==> src/rtl/sram_arbiter_pkg.sv <==
// Shared types for the unified-SRAM arbiter: bus width, wait-counter width and FSM encoding.
package sram_arbiter_pkg;

  localparam int REG_W = 32;
  localparam int CNT_W = 4;

  typedef logic [REG_W-1:0] reg_bus_t;
  typedef logic [CNT_W-1:0] cnt_t;

  typedef enum logic [1:0] {
    ARB_IDLE  = 2'd0,
    ARB_D_ACC = 2'd1,
    ARB_I_ACC = 2'd2
  } arb_state_t;

endpackage

==> src/rtl/sram_arbiter.sv <==
// Serialises the fetch and load/store ports onto one single-ported SRAM, data port first,
// with WAIT_CYCLES extra cycles per access and a stall request back to the pipeline.
module sram_arbiter
  import sram_arbiter_pkg::*;
#(
  parameter int unsigned WAIT_CYCLES = 1
) (
  input  logic        clk,
  input  logic        rst,
  input  logic        inst_ce_i,
  input  logic [31:0] inst_addr_i,
  output logic [31:0] inst_data_o,
  input  logic        data_ce_i,
  input  logic        data_we_i,
  input  logic [3:0]  data_sel_i,
  input  logic [31:0] data_addr_i,
  input  logic [31:0] data_data_i,
  output logic [31:0] data_data_o,
  input  logic        hold_i,
  output logic        stallreq_o,
  output logic        sram_ce_o,
  output logic        sram_we_o,
  output logic [3:0]  sram_sel_o,
  output logic [31:0] sram_addr_o,
  output logic [31:0] sram_data_o,
  input  logic [31:0] sram_data_i
);

  localparam cnt_t CNT_INIT = cnt_t'(WAIT_CYCLES);

  arb_state_t state;
  cnt_t       cnt;
  logic       data_done;
  logic       inst_done;
  logic       data_pend;
  logic       inst_pend;

  assign data_pend  = data_ce_i & ~data_done;
  assign inst_pend  = inst_ce_i & ~inst_done;
  assign stallreq_o = data_pend | inst_pend;

  // NOTE: every output gets a default before the case, so no path leaves one unassigned
  // and no latch is inferred.
  always_comb begin
    sram_ce_o   = 1'b0;
    sram_we_o   = 1'b0;
    sram_sel_o  = 4'b0000;
    sram_addr_o = '0;
    sram_data_o = '0;
    case (state)
      ARB_D_ACC: begin
        sram_ce_o   = 1'b1;
        sram_we_o   = data_we_i;
        sram_sel_o  = data_sel_i;
        sram_addr_o = data_addr_i;
        sram_data_o = data_data_i;
      end
      ARB_I_ACC: begin
        sram_ce_o   = 1'b1;
        sram_sel_o  = 4'b1111;
        sram_addr_o = inst_addr_i;
      end
      default: ;
    endcase
  end

  // NOTE: all state here uses non-blocking assignment so every register samples the
  // pre-edge values, independent of statement order.
  always_ff @(posedge clk) begin
    if (rst) begin
      state       <= ARB_IDLE;
      cnt         <= '0;
      data_done   <= 1'b0;
      inst_done   <= 1'b0;
      inst_data_o <= '0;
      data_data_o <= '0;
    end else begin
      case (state)
        ARB_IDLE: begin
          if (data_pend) begin
            state <= ARB_D_ACC;
            cnt   <= CNT_INIT;
          end else if (inst_pend) begin
            state <= ARB_I_ACC;
            cnt   <= CNT_INIT;
          end
        end
        ARB_D_ACC: begin
          if (cnt != '0) begin
            cnt <= cnt - 1'b1;
          end else begin
            if (!data_we_i) data_data_o <= sram_data_i;
            data_done <= 1'b1;
            if (inst_pend) begin
              state <= ARB_I_ACC;
              cnt   <= CNT_INIT;
            end else begin
              state <= ARB_IDLE;
            end
          end
        end
        ARB_I_ACC: begin
          if (cnt != '0) begin
            cnt <= cnt - 1'b1;
          end else begin
            inst_data_o <= sram_data_i;
            inst_done   <= 1'b1;
            state       <= ARB_IDLE;
          end
        end
        default: state <= ARB_IDLE;
      endcase

      // Step release comes last so a request dropped mid-access cannot leave a stale done
      // flag that would swallow the next step's request.
      if (!stallreq_o && !hold_i) begin
        data_done <= 1'b0;
        inst_done <= 1'b0;
      end
    end
  end

endmodule

==> config.mk <==
export PLATFORM = sky130hd
export DESIGN_NAME = sram_arbiter
export DESIGN_NICKNAME = d
export VERILOG_FILES = /design/src/rtl/sram_arbiter_pkg.sv /design/src/rtl/sram_arbiter.sv
export SDC_FILE = /design/constraint.sdc
export NUM_CORES = 1
export LEC_CHECK = 0
export ABC_AREA = 1
export CAP_MARGIN = 20
export CORE_ASPECT_RATIO = 1.25
export CORE_MARGIN = 1
export CORE_UTILIZATION = 30
export DETAILED_ROUTE_END_ITERATION = 6
export PLACE_DENSITY = 0.73
export SLEW_MARGIN = 20
export SYNTH_ARGS = -nofsm -noshare
export SYNTH_HDL_FRONTEND = slang
export SYNTH_SLANG_ARGS = --single-unit
==> constraint.sdc <==
create_clock -name clk -period 1.9 [get_ports clk]
set_input_delay 0.285 -clock clk [delete_from_list [all_inputs] [get_ports clk]]
set_output_delay 0.285 -clock clk [all_outputs]
set_load 0.05 [all_outputs]
==> Implementation_results.wiki <==
{| class="wikitable"
! Metric !! Value
|-
| Largest net degree at the start of global routing || 45
|-
| Max stage delay cell, worst path || dfxtp_4
|-
| Type of element capturing the critical path || output port
|-
| Proportion of power drawn by combinational gates || a little over two thirds
|-
| Post-layout worst setup margin || -67.9 ps
|-
| Commonest non-fill, non-tap cells in the layout || clkdlybuf4s50_1 (199), buf_12 (78), nand2_1 (72)
|-
| Net count after synthesis || between 600 and 700
|-
| Clock Tree Root || clkbuf_16
|-
| Internal || 6.79 mW
|-
| Power density of the placed cells || 1520 nW/um2
|-
| Number of port buffers || roughly 270
|-
| Setup Skew || 7.42 ps
|-
| Total number of yosys warnings || 0
|-
| Combined flip-flop and latch cell area || about 1400 um2
|-
| Total clock buffers created by CTS || 9
|-
| Number of max-cap violations || 0
|-
| Number of synthesized flops with an enable pin || 0
|-
| Met2 Usage GRT || 46.2%
|-
| CP startpoint kind || register
|-
| Num Clock Sinks || ~70
|-
| Net switching share of the total power || 48.5%
|-
| Number of placed instances, taps included || a little under 1,000
|-
| Startpoint-to-endpoint class of the critical path || register to output port
|-
| Count of filler cells inserted in the layout || a little over 800
|-
| Total Routed Length || 18,500 um
|-
| Total count of max-transition violations in the final report || 0
|-
| Type of the worst min-delay path || register to register
|-
| Cell area after synthesis || 3620 um2
|-
| Height of the chip || 125 um
|-
| Post-DRT Antenna Nets || 0
|-
| Via total after detailed routing || 4,848
|-
| Overall die width || 100 um
|-
| Placer Congestion || 0.838
|-
| Setup repair after global routing missed its margin || true
|-
| Power spent charging and discharging nets || 6.40 mW
|-
| Seq/Total Area, Yosys || 39.8%
|-
| Flop pwr share || 16.9%
|-
| Final hold vios || 0
|-
| CTS H-Tree Depth || 3
|-
| Met3 capacity usage during global routing || between 10% and 20%
|-
| Maximum fanout along the worst path || 5
|-
| Critical path cell sequence || inv_4, ha_4, clkinv_8, buf_16, a21oi_4, buf_12
|-
| Max clock buf depth || 2
|-
| Routed WL per cell || 18.4 um
|-
| Floorplan die area || 12,500 um2
|-
| Clock latency of the later-clocked register in the worst-skew pair || 330 ps
|-
| Violations in the final reports || negative setup slack
|-
| Category of cells accounting for the largest share of critical-path delay || buffers and inverters
|-
| Largest vdd supply drop || 0.000935 V
|-
| Arr. time, crit path || 1680 ps
|-
| NumNets Final || just under 1,000
|-
| Dominant cells by area after synthesis || dfxtp_1 (40%), nand2_1 (12%), a21oi_1 (9.8%)
|-
| Maximum single-stage delay on the critical path || 370 ps
|-
| Wire length of the first global-routing pass || 25,800 um
|-
| Initial Util || between 30% and 40%
|-
| DRC violations left || 0
|-
| Worst-margin pin slew || 546 ps
|-
| Synth top area share || 39.8%
|-
| First-pass detailed-route iteration total || 5
|-
| Synth Area per Inst || approximately 6.6 um2
|-
| Post-route cell area || 8680 um2
|-
| Most used flip-flop cell after synthesis || dfxtp_1
|-
| Yosys top cell by area || dfxtp_1
|-
| Layout Area Growth over Synthesis || 140%
|-
| Slew headroom || about 64%
|-
| Vias in the first global route || 4,769
|-
| Overall global routing resource usage || 27.2%
|-
| Flop and latch count out of synthesis || 72
|-
| Outcome || complete, but fails checks
|-
| Clock slew at the register clock pins of the worst setup and hold paths || about 50 ps
|-
| Final period utilization || 104%
|-
| Met1 global-route usage || a little under 30%
|-
| Post-route insts no fill || 1,002
|-
| Most frequent standard cell in the layout excluding fill and tap cells || clkdlybuf4s50_1
|-
| Core outline area || approximately 12,000 um2
|-
| Critical path data required time || 1620 ps
|-
| Total buffers and inverters traversed by the critical path || 4
|-
| Setup TNS || -1010 ps
|-
| Final critical path time including I/O delays and setup || roughly 2000 ps
|-
| I/O pins || 273
|-
| CTS tree || built
|-
| Site Rows || 44
|-
| Cell leakage power || 3.60 nW
|-
| Placed standard-cell area || roughly 7600 um2
|-
| Maximum clock rate || 0.508 GHz
|-
| Multi-input combinational cell area || 2340 um2
|-
| Count of antenna diodes in the layout || 0
|-
| Final HPWL from detailed placement || 12,600 um
|-
| Cell count after synthesis || 552
|-
| Final number of setup-violating endpoints || 38
|-
| Via count normalized by instance count || slightly below 5
|-
| First DRT Iteration DRCs || 155
|-
| GR Overflow Total || 0
|-
| Unique masters post-synth || 22
|-
| Global routing's busiest layer || met2
|-
| Number of antenna violations at the first check in global routing || 0
|-
| Clock Power Share || 12.4%
|-
| Fraction of final layout cells sized beyond drive strength 1 || 30.2%
|-
| Share of synthesized registers carrying an async set or reset || 0%
|}
[final timing paths]
path	from	endpoint	slack, ps	cells past startpoint
max	state[1]	sram_addr_o[26]	-70	6
min	inst_data_o[8]	inst_data_o[8]	450	2
max reg2reg	state[0]	data_data_o[23]	100	9
min reg2reg	inst_data_o[8]	inst_data_o[8]	450	2
[tightest hold or removal path: cells and delay by family (launching register included)]
kind                   cells  cell delay (ps)
DFF                        1              310
buffers and inverters      1               50
AOI/OAI and AO/OA          1               50
[cell type report]
class                           count  area share, %
Clock inverter                      3          0.490
Tap cell                          161           2.32
Inverter                           88           4.18
Multi-Input combinational cell    358           27.0
Clock buffer                       12           2.84
Timing Repair Buffer              308           46.5
Sequential cell                    72           16.7
[synth_stat cells, drive strengths merged (5+ instances only)]
library cell,instances
inv,87
o21ai,71
clkbuf,16
nor2,82
nand3,7
nand2,120
buf,18
ha,5
dfxtp,72
a21oi,71
[state kept, by name, summed over array words and instances (netlist names)]
register	cells
inst_data_o	32
inst_done	1
data_data_o	32
data_done	1
state	2
cnt	4
[power groups by stage]
stage | Clock, mW | Sequential, mW | Combinational, mW
CTS | 1.67 | 2.22 | 8.62
detailed placement | 0 | 2.23 | 7.83
finish | 1.64 | 2.23 | 9.32
global placement | 0 | 2.21 | 7.72
floorplan | 0 | 3.56 | 3.41
global route | 1.73 | 2.28 | 9.71
[metal layers]
metal / wire, um / vias to the layer above
li1: - / 2279
met2: 9000 / 290
met3: 2230 / 37
met5: 0 / -
met1: 6670 / 2242
met4: 559 / 0
[logic make-up (layout without fill, tap and decap cells)]
logic type               after synthesis  in the layout  share of synthesized area (%)
AND/OR/NAND/NOR                      210            210                           24.1
AO/OA/AOI/OAI                        143            143                           19.8
buffers and inverters                122            411                           14.6
flip-flops                            72             72                           39.8
adder cells (fa/ha/maj)                5              5                           1.73
[through the flow]
step           hold slack (ps)  utilization, %  power, mW  setup slack, ps
2_1_floorplan              354               -       6.96             13.5
3_3_place_gp               430            65.1       9.93              149
3_5_place_dp               437            65.1       10.1              108
4_1_cts                    446            70.2       12.5            -70.2
5_1_grt                    465            74.3       13.7             -117
6_report                   445            74.3       13.2            -67.9
[what timing repair did]
action / CTS / global route
cloned: 5 / 6
setup buffers: 6 / 6
pin swaps: 10 / 20
hold buffers: 0 / 0
resized for setup: 34 / 105
setup endpoints to repair: 66 / 60
Power figures use the tool's default switching activity.
